`config.mk`:
```
export PLATFORM = sky130hd
export DESIGN_NAME = sim_run_ctrl_flat
export DESIGN_NICKNAME = d
export VERILOG_FILES = /design/src/rtl/sim_run_pkg.sv /design/src/rtl/sim_run_ctrl_if.sv /design/src/rtl/sat_counter.sv /design/src/rtl/sim_run_ctrl.sv /design/src/flat_wrapper.sv
export SDC_FILE = /design/constraint.sdc
export NUM_CORES = 1
export LEC_CHECK = 0
export BUFFER_PORTS_ARGS = -buffer_cell sky130_fd_sc_hd__buf_2
export CAP_MARGIN = 20
export CELL_PAD_IN_SITES_DETAIL_PLACEMENT = 1
export CELL_PAD_IN_SITES_GLOBAL_PLACEMENT = 1
export CORE_MARGIN = 2
export CORE_UTILIZATION = 40
export CTS_BUF_LIST = sky130_fd_sc_hd__clkbuf_8
export DETAILED_ROUTE_END_ITERATION = 8
export GPL_TIMING_DRIVEN = 1
export PLACE_DENSITY = 0.93
export SYNTH_ARGS = -nofsm -noshare
export SYNTH_HDL_FRONTEND = slang
export SYNTH_HIERARCHICAL = 1
export SYNTH_SLANG_ARGS = --single-unit
export TNS_END_PERCENT = 10
```
`constraint.sdc`:
```
create_clock -name clk_i -period 3.76 [get_ports clk_i]
set_input_delay 0.376 -clock clk_i [delete_from_list [all_inputs] [get_ports clk_i]]
set_output_delay 0.376 -clock clk_i [all_outputs]
set_load 0.02 [all_outputs]
```
`src/rtl/sim_run_pkg.sv`:
```
// Shared types and constants for the simulation / bring-up run controller.
package sim_run_pkg;

  typedef enum logic [2:0] {
    ST_NONE    = 3'd0,
    ST_PASS    = 3'd1,
    ST_FAIL    = 3'd2,
    ST_TIMEOUT = 3'd3,
    ST_HANG    = 3'd4
  } run_status_e;

  typedef enum logic [1:0] {
    S_IDLE  = 2'd0,
    S_RESET = 2'd1,
    S_RUN   = 2'd2,
    S_DONE  = 2'd3
  } ctrl_state_e;

  localparam logic [31:0] TOHOST_PASS = 32'd1;

  // Hart-ID width; a single hart still gets a 1-bit ID field.
  function automatic int unsigned id_width(input int unsigned n);
    return (n > 1) ? $clog2(n) : 1;
  endfunction

endpackage

```
`src/rtl/sim_run_ctrl_if.sv`:
```
// Core-side connection of the run controller: per-hart reset/busy and the tohost store port.
interface sim_run_ctrl_if #(
  parameter int unsigned N_HARTS = 1
);
  localparam int unsigned HART_W = sim_run_pkg::id_width(N_HARTS);

  logic [N_HARTS-1:0] core_rstn;
  logic [N_HARTS-1:0] core_busy;
  logic               tohost_valid;
  logic [HART_W-1:0]  tohost_hart;
  logic [31:0]        tohost_data;

  // master: the core side; slave: the run controller.
  modport master (
    input  core_rstn,
    output core_busy, tohost_valid, tohost_hart, tohost_data
  );

  modport slave (
    output core_rstn,
    input  core_busy, tohost_valid, tohost_hart, tohost_data
  );

endinterface

```
`src/rtl/sat_counter.sv`:
```
// Saturating up-counter with synchronous clear; clear takes priority over increment.
module sat_counter #(
  parameter int unsigned W = 8
) (
  input  logic         clk_i,
  input  logic         rst_i,
  input  logic         clr_i,
  input  logic         inc_i,
  output logic [W-1:0] cnt_o
);

  logic [W-1:0] cnt_d, cnt_q;

  always_comb begin
    cnt_d = cnt_q;
    if (clr_i) begin
      cnt_d = '0;
    end else if (inc_i && (cnt_q != '1)) begin
      cnt_d = cnt_q + W'(1);
    end
  end

  always_ff @(posedge clk_i) begin
    if (rst_i) begin
      cnt_q <= '0;
    end else begin
      cnt_q <= cnt_d;
    end
  end

  assign cnt_o = cnt_q;

endmodule

```
`src/rtl/sim_run_ctrl.sv`:
```
// Run controller: sequences hart reset, counts run cycles and turns tohost
// stores, timeouts and idle hangs into a registered verdict.
module sim_run_ctrl
  import sim_run_pkg::*;
#(
  parameter  int unsigned N_HARTS        = 1,
  parameter  int unsigned RST_CYCLES     = 1,
  parameter  int unsigned TIMEOUT_CYCLES = 134,
  parameter  int unsigned IDLE_CYCLES    = 16,
  parameter  int unsigned CNT_W          = 32,
  localparam int unsigned HART_W         = id_width(N_HARTS)
) (
  input  logic              clk_i,
  input  logic              rst_i,
  input  logic              start_i,
  sim_run_ctrl_if.slave     core,
  output logic              done_o,
  output run_status_e       status_o,
  output logic [HART_W-1:0] fail_hart_o,
  output logic [30:0]       fail_code_o,
  output logic [CNT_W-1:0]  cycles_o
);

  localparam int unsigned RST_W  = (RST_CYCLES  > 0) ? $clog2(RST_CYCLES + 1)  : 1;
  localparam int unsigned IDLE_W = (IDLE_CYCLES > 0) ? $clog2(IDLE_CYCLES + 1) : 1;

  ctrl_state_e        state_d, state_q;
  logic [RST_W-1:0]   rst_cnt_d, rst_cnt_q;
  logic [N_HARTS-1:0] pass_d, pass_q;
  logic               rstn_d, rstn_q;
  logic               done_d, done_q;
  run_status_e        status_d, status_q;
  logic [HART_W-1:0]  fail_hart_d, fail_hart_q;
  logic [30:0]        fail_code_d, fail_code_q;

  logic [IDLE_W-1:0]  idle_cnt;
  logic [CNT_W-1:0]   cycle_cnt;
  logic               start_ok_c;
  logic               store_ok_c, is_pass_c, is_fail_c, idle_now_c;
  logic               timeout_hit_c, hang_hit_c;
  logic [N_HARTS-1:0] hart_bit_c, pass_upd_c;
  run_status_e        verdict_c;

  assign start_ok_c = start_i && ((state_q == S_IDLE) || (state_q == S_DONE));

  // Tohost decode; stores naming a hart that does not exist are dropped.
  always_comb begin
    store_ok_c    = core.tohost_valid && (32'(core.tohost_hart) < N_HARTS);
    hart_bit_c    = N_HARTS'(1) << core.tohost_hart;
    is_pass_c     = store_ok_c && (core.tohost_data == TOHOST_PASS);
    is_fail_c     = store_ok_c && core.tohost_data[0] && (core.tohost_data != TOHOST_PASS);
    pass_upd_c    = pass_q | (is_pass_c ? hart_bit_c : '0);
    idle_now_c    = (core.core_busy == '0) && !core.tohost_valid;
    timeout_hit_c = ((CNT_W+1)'(cycle_cnt) + (CNT_W+1)'(1)) == (CNT_W+1)'(TIMEOUT_CYCLES);
    hang_hit_c    = idle_now_c && ((32'(idle_cnt) + 32'd1) == IDLE_CYCLES);
  end

  sat_counter #(.W(CNT_W)) u_cycle_cnt (
    .clk_i (clk_i),
    .rst_i (rst_i),
    .clr_i (start_ok_c),
    .inc_i (state_q == S_RUN),
    .cnt_o (cycle_cnt)
  );

  sat_counter #(.W(IDLE_W)) u_idle_cnt (
    .clk_i (clk_i),
    .rst_i (rst_i),
    .clr_i ((state_q != S_RUN) || !idle_now_c),
    .inc_i (state_q == S_RUN),
    .cnt_o (idle_cnt)
  );

  always_comb begin
    state_d     = state_q;
    rst_cnt_d   = rst_cnt_q;
    pass_d      = pass_q;
    rstn_d      = rstn_q;
    done_d      = done_q;
    status_d    = status_q;
    fail_hart_d = fail_hart_q;
    fail_code_d = fail_code_q;
    verdict_c   = ST_NONE;

    case (state_q)
      S_IDLE, S_DONE: begin
        if (start_ok_c) begin
          state_d     = S_RESET;
          rst_cnt_d   = '0;
          pass_d      = '0;
          rstn_d      = 1'b0;
          done_d      = 1'b0;
          status_d    = ST_NONE;
          fail_hart_d = '0;
          fail_code_d = '0;
        end
      end
      S_RESET: begin
        if (32'(rst_cnt_q) == RST_CYCLES) begin
          state_d = S_RUN;
          rstn_d  = 1'b1;
        end else begin
          rst_cnt_d = rst_cnt_q + RST_W'(1);
        end
      end
      S_RUN: begin
        pass_d = pass_upd_c;
        if (is_fail_c) begin
          verdict_c   = ST_FAIL;
          fail_hart_d = core.tohost_hart;
          fail_code_d = core.tohost_data[31:1];
        end else if (&pass_upd_c) begin
          verdict_c = ST_PASS;
        end else if (timeout_hit_c) begin
          verdict_c = ST_TIMEOUT;
        end else if (hang_hit_c) begin
          verdict_c = ST_HANG;
        end
        // Any verdict freezes the harts on the same edge it is latched.
        if (verdict_c != ST_NONE) begin
          state_d  = S_DONE;
          status_d = verdict_c;
          done_d   = 1'b1;
          rstn_d   = 1'b0;
        end
      end
      default: state_d = S_IDLE;
    endcase
  end

  always_ff @(posedge clk_i) begin
    if (rst_i) begin
      state_q     <= S_IDLE;
      rst_cnt_q   <= '0;
      pass_q      <= '0;
      rstn_q      <= 1'b0;
      done_q      <= 1'b0;
      status_q    <= ST_NONE;
      fail_hart_q <= '0;
      fail_code_q <= '0;
    end else begin
      state_q     <= state_d;
      rst_cnt_q   <= rst_cnt_d;
      pass_q      <= pass_d;
      rstn_q      <= rstn_d;
      done_q      <= done_d;
      status_q    <= status_d;
      fail_hart_q <= fail_hart_d;
      fail_code_q <= fail_code_d;
    end
  end

  assign core.core_rstn = {N_HARTS{rstn_q}};
  assign done_o         = done_q;
  assign status_o       = status_q;
  assign fail_hart_o    = fail_hart_q;
  assign fail_code_o    = fail_code_q;
  assign cycles_o       = cycle_cnt;

endmodule

```
`src/flat_wrapper.sv`:
```
// flat-port wrapper written by rule: the top's interface ports become plain ports
module sim_run_ctrl_flat import sim_run_pkg::*;
#(
  parameter  int unsigned N_HARTS        = 1,
  parameter  int unsigned RST_CYCLES     = 1,
  parameter  int unsigned TIMEOUT_CYCLES = 134,
  parameter  int unsigned IDLE_CYCLES    = 16,
  parameter  int unsigned CNT_W          = 32,
  localparam int unsigned HART_W         = id_width(N_HARTS)
)
  (clk_i, rst_i, start_i, done_o, status_o, fail_hart_o, fail_code_o, cycles_o, core_core_rstn, core_core_busy, core_tohost_valid, core_tohost_hart, core_tohost_data);
  sim_run_ctrl_if #(.N_HARTS(N_HARTS)) core_i ();
  input  logic clk_i;
  input  logic rst_i;
  input  logic start_i;
  output logic done_o;
  output run_status_e status_o;
  output logic [HART_W-1:0] fail_hart_o;
  output logic [30:0] fail_code_o;
  output logic [CNT_W-1:0] cycles_o;
  output wire logic [$bits(core_i.core_rstn)-1:0] core_core_rstn;
  input wire logic [$bits(core_i.core_busy)-1:0] core_core_busy;
  input wire logic [$bits(core_i.tohost_valid)-1:0] core_tohost_valid;
  input wire logic [$bits(core_i.tohost_hart)-1:0] core_tohost_hart;
  input wire logic [$bits(core_i.tohost_data)-1:0] core_tohost_data;
  assign core_core_rstn = core_i.core_rstn;
  assign core_i.core_busy = core_core_busy;
  assign core_i.tohost_valid = core_tohost_valid;
  assign core_i.tohost_hart = core_tohost_hart;
  assign core_i.tohost_data = core_tohost_data;
  sim_run_ctrl #(.N_HARTS(N_HARTS), .RST_CYCLES(RST_CYCLES), .TIMEOUT_CYCLES(TIMEOUT_CYCLES), .IDLE_CYCLES(IDLE_CYCLES), .CNT_W(CNT_W)) u_core (.clk_i(clk_i), .rst_i(rst_i), .start_i(start_i), .core(core_i), .done_o(done_o), .status_o(status_o), .fail_hart_o(fail_hart_o), .fail_code_o(fail_code_o), .cycles_o(cycles_o));
endmodule
```
* After elaboration in Yosys (flattened, before gate mapping)
Index checks and enable logic that the tools add are counted.
W data, S select, Z words.
** Word-level totals
- Bits in registers :: 78
- Bits of input ports :: 38
- Logic and storage cells :: 85
** Cells by class
- Add/sub/neg operators :: 5
- Magnitude comparators :: 1
- Equal/unequal tests :: 14
- Shift-type cells :: 1
- Multiplexer cells :: 27
- Bitwise logic cells :: 2
- Reduce and logical (&&, ||, !) cells :: 25
** Operators by type and width (count)
- $mux W31 :: 2
- $pmux W31 S2 :: 1
- $add A32 B1 Y33 const B :: 1
- $eq A33 B8 Y1 const B :: 1
- $add A32 B1 Y32 const B :: 1
- $eq A32 B1 Y1 const B :: 1
- $eq A32 B5 Y1 const B :: 1
- $ne A32 B1 Y1 const B :: 1
- $ne A32 B32 Y1 const B :: 1
- $mux W3 :: 7
- $logic_and A1 B1 Y1 :: 9
- $reduce_and A3 Y1 :: 3
- $ne A2 B1 Y1 const B :: 4
- $pmux W1 S2 :: 4
- $mux W1 :: 7
- $add A5 B1 Y6 const B :: 1
- $mux W2 :: 3
- $pmux W2 S3 :: 1
- $pmux W3 S2 :: 1
- $reduce_or A2 Y1 :: 3
- $add A5 B1 Y5 const B :: 1
- $ne A5 B5 Y1 const B :: 1
- $eq A2 B2 Y1 const B :: 2
- $reduce_and A2 Y1 :: 2
- other kinds (13) :: 16

* Logic depth before layout (Yosys ltp)
- Word-level depth :: 11
- Gate-level depth with buffers :: 9
- Mapped depth without buffers :: 8

* Hierarchy
Netlist, hierarchy kept.
** Modules (own cells, without submodules)
- sim_run_ctrl :: instances 1, cells an instance 278, area each 2272.2 µm², seq. area each 820.8 µm²
- sat_counter at u_core.u_cycle_cnt :: instances 1, cells an instance 198, area each 1620.3 µm², seq. area each 640.6 µm²
- sat_counter at u_core.u_idle_cnt :: instances 1, cells an instance 26, area each 239.0 µm², seq. area each 100.1 µm²

* Least setup slack after synthesis
Ideal clock, no wire load.
- Path type :: register to register
- Start :: register u_core.u_cycle_cnt.cnt_q[15] (netlist: u_core/u_cycle_cnt/cnt_o[15])
- End :: register u_core.state_q[0]
- Library setup time :: 0.123 ns
- Arrival time :: 2.627 ns
- Slack :: 1.010 ns
- Cell stages (with the launch flop) :: 9
- Path buffers :: 0
- Period minus slack after synthesis :: 2.750 ns
- Cells stage by stage :: dfxtp_1 -> nand3_2 -> or4_4 -> nor4_4 -> mux2i_1 -> nor4_4 -> nand4_4 -> a21oi_1 -> mux2_1
** Between the ends
- Cells in the longest elaborated chain, start to end :: 9
** Ends and longest elaborated chain
- start: declaration :: line sat_counter.sv:12 : logic [W-1:0] cnt_d, cnt_q;
- start signal: assignment :: line sat_counter.sv:27 : cnt_q <= cnt_d;
- $add A32 B1 Y33 :: line sim_run_ctrl.sv:54 : timeout_hit_c = ((CNT_W+1)'(cycle_cnt) + (CNT_W+1)'(1)) == (CNT_W+1)'(TIMEOUT_CYCLES);
- $eq A33 B8 Y1 :: line sim_run_ctrl.sv:54
- $mux W3 :: line sim_run_ctrl.sv:114 : end else if (timeout_hit_c) begin
- $mux W3 :: line sim_run_ctrl.sv:112 : end else if (&pass_upd_c) begin
- $mux W3 :: line sim_run_ctrl.sv:108 : if (is_fail_c) begin
- $mux W3 :: line sim_run_ctrl.sv:85 : case (state_q)
- $reduce_bool A3 Y1 :: line sim_run_ctrl.sv:120 : if (verdict_c != ST_NONE) begin
- $ne A2 B1 Y1 (no line)
- $reduce_and A3 Y1 (no line)
- end signal: assignment :: line sim_run_ctrl.sv:142 : state_q <= state_d;
- end: declaration :: line sim_run_ctrl.sv:27 : ctrl_state_e state_d, state_q;
Every way passes these cells. The select of a mux whose other input is x is not followed.
A chain may end at the register's enable or synchronous reset.

* Final worst setup path
- Start :: register u_core.u_cycle_cnt.cnt_q[8] (netlist: u_core/u_cycle_cnt/cnt_o[8])
- End :: register u_core.state_q[0]
Same word-level chain as after synthesis.

==> results.yml <==
yosys:
  synth.area.top_cells: "dfxtp_1, nor2_1, a22oi_1"
  yosysTopAreaCellShare_pct: 37.8
  synth.distinct_cells: 66
  ys_async_sr_fraction_pct: 0
  ys_warn_count: 6
  synth_cells: 502
  netlist_area_um2: 4130
  avgSynthCellArea_um2: 8.23
  ys.flop_type: "dfxtp_1"
  yosysTopAreaCell: "dfxtp_1"
  synth_edf_count: 0
  syn-num-nets: 546
  yosys_register_bits: 78
  ys_seq_area_share_pct: 37.8
global_routing:
  grt_pass1_wl_um: 22500
  antenna_found_initial: 0
  overflow: 0
  track_usage_pct: 25.0
  grt_max_degree: 43
  grt_pass1_vias: 4482
route:
  wl_met3_um: 572
  drt_first_pass_iters: 6
  routed_wirelength_um: 13700
  route.detailed.drc: 0
  post_drt_wl_per_cell_um: 18.5
  wl_met1_um: 5870
  wl_met2_um: 6780
  via_per_inst: 5.99
  topRoutingLayerUsed: "met4"
  dr_total_vias: 4452
  drtIter0Drc: 356
  ant_nets: 0
min_path:
  min_to: "u_core/fail_code_o[13]"
  holdPathStages: 3
  hold_class: "input pin to register"
  holdCritStartpoint: "core_tohost_data[14]"
floorplanning:
  core_area_um2: 10200
  ios: 107
  start_util_pct: 40.6
  die_y_um: 106
  rows: 37
  die_area_um2: 11200
  die_x_um: 106
sta:
  setup_viol: 0
  period_needed_ns: 3.07
  tns_ns: 0
  hold_ws_ns: 0.261
  slew_headroom_pct: 31.1
  hold_viol: 0
  finClkSkew_ns: 0.00907
  worst_slew_pin_slew_ns: 1.03
  timing.fmax_mhz: 326
  rsz0062_at_grt: "false"
  drv_slew: 0
  finalCritPeriodShare_pct: 81.5
worst_setup_path:
  worstSetupStartpointType: "register"
  reg2reg_to: "u_core/state_q[0]"
  critPathKind: "register to register"
  r2r_setup_slack_ns: 0.69
  cp_data_required_time_ns: 4.01
  critPathMaxStageDelay_ns: 0.61
  r2r_start: "u_core/u_cycle_cnt/cnt_o[8]"
  cpMostUsedCell: "and4_1"
  cp.arrival_ns: 3.32
  crit_path_top_delay_cell: "dfxtp_1"
  path_cells: "and4_1 > and4_1 > o2111ai_1 > a221oi_1 > and4_1 > nand4_4 > a21oi_1 > mux2_1"
  r2r_cells: 8
  crit_path_end_kind: "register"
  crit_fanout: 14
placed_design:
  post-place-cells: 727
  place_area_um2: 4780
  gp_congestion: 0.945
  hpwl_um: 9860
  portBuffers: 106
cts:
  clkTransAtPathRegs_ns: 0.09
  cts_sinks: 78
  cts_resized: 0
  clkLatencyLatePin_ns: 0.37
  root_buffer: "clkbuf_8"
  postCtsSetupBuffers: 0
  numCtsBuffers: 9
  cts_hold_buf: 0
  clockBufferDepth: 2
  cts_tree: "built"
  htree_levels: 3
final_layout:
  fin_cells: 743
  fin_util_pct: 48.6
  drive_above_1_share_pct: 24.4
  nets: 646
  area_growth_syn_to_layout_pct: 19.9
  filler_cell_count: 1268
  stdcell_area_um2: 4950
  regArea_um2: 1560
  diodes: 0
  multi_input_area_um2: 2450
power:
  leakagePower_nw: 1.89
  irDropWorstVdd_mv: 0.189
  power_density_nw_per_um2: 398
outcome:
  status: "finished clean"
flow_run:
  cap_violations: 0
-- registers in the layout (all words and copies together) (netlist names) --
register	cells
u_core/u_cycle_cnt/cnt_o	32
u_core/core.core_rstn	1
u_core/status_o	3
u_core/rst_cnt_q	1
u_core/fail_code_o	31
u_core/done_o	1
u_core/pass_q	1
u_core/fail_hart_o	1
u_core/state_q	2
u_core/u_idle_cnt/cnt_o	5
-- worst max-delay path by stage --
stage / from / end / slack [ns] / cells after the start
detailed placement: u_core/u_cycle_cnt/cnt_o[8] / u_core/state_q[0] / 0.79 / 8
global placement: u_core/u_cycle_cnt/cnt_o[8] / u_core/state_q[0] / 0.96 / 8
global route: u_core/u_cycle_cnt/cnt_o[9] / u_core/state_q[0] / 0.53 / 8
CTS: u_core/u_cycle_cnt/cnt_o[8] / u_core/state_q[0] / 0.74 / 8
finish: u_core/u_cycle_cnt/cnt_o[8] / u_core/state_q[0] / 0.69 / 8
floorplan: u_core/u_cycle_cnt/cnt_o[15] / u_core/state_q[0] / 1.01 / 8
-- kinds of logic (layout without fill, tap and decap cells) --
| logic type | Yosys count | after routing | share of synthesized area, % |
|---|---|---|---|
| adders and majority gates | 6 | 6 | 1.82 |
| buffers and inverters | 32 | 137 | 3.06 |
| muxes | 5 | 5 | 1.27 |
| DFF | 78 | 78 | 37.8 |
| and+or+nand+nor | 245 | 245 | 32.9 |
| AOI/OAI and AO/OA | 122 | 122 | 20.2 |
| xor gates and xnor gates | 14 | 14 | 2.97 |
-- power by group --
part,internal (mW),total [mW],switching (mW)
sequential,0.853,0.873,0.0199
combinational,0.141,0.492,0.351
clock,0.247,0.605,0.358
-- per-stage QoR --
stage,setup slack [ns],power [mW]
floorplan,1.01,1.24
global placement,0.956,1.35
detailed placement,0.791,1.37
CTS,0.743,1.98
global route,0.534,2.07
finish,0.694,1.97
-- area by class of cell --
| class | count | share of cell area, % |
|---|---|---|
| repair buffers | 109 | 11.2 |
| clock inverters | 7 | 1.11 |
| well taps | 136 | 3.43 |
| clock buffers | 9 | 2.50 |
| multi-input cells | 392 | 49.4 |
| inverters | 12 | 0.909 |
| flip-flops and latches | 78 | 31.5 |
-- critical path, delay by kind of cell, from the launching register on --
kind,cells,cell delay [ns]
simple gates,4,1.30
compound gates,3,0.69
mux,1,0.35
flops,1,0.61
-- per-layer routing --
layer  up-vias  GRT usage, %
met1      2173          30.6
met2       139          41.9
met3        47          4.08
met4         0          13.3
met5         -             0
li1       2093             -
-- synth_stat cells (3+ instances only) --
cell      instances
dfxtp_1          78
nor2_1           63
nand2_1          47
a22oi_1          30
a21oi_1          27
nand3_1          25
nand4_1          17
or3_1            17
o21ai_0          16
nor4_1           14
clkbuf_1         13
inv_1            12
nor3_1           11
xnor2_1           8
and4_1            7
and3_1            6
ha_1              6
o21ai_1           6
xor2_1            6
a31oi_1           5
buf_2             5
o211ai_1          5
or4_1             5
nand2b_1          4
a211oi_1          3
a41o_1            3
mux2i_1           3
nor4b_1           3
o31a_1            3
o31ai_1           3
or4_4             3
-- cell usage in the layout, fill, tap and decap left out, types with 12 or more instances in the layout --
master and count:
buf_2 106, dfxtp_1 78, nor2_1 62, nand2_1 47, a22oi_1 30, a21oi_1 27, nand3_1 25, nand4_1 17
or3_1 17, o21ai_0 16, nor4_1 14, inv_1 12
No activity file was read; power rests on OpenSTA's default activity.
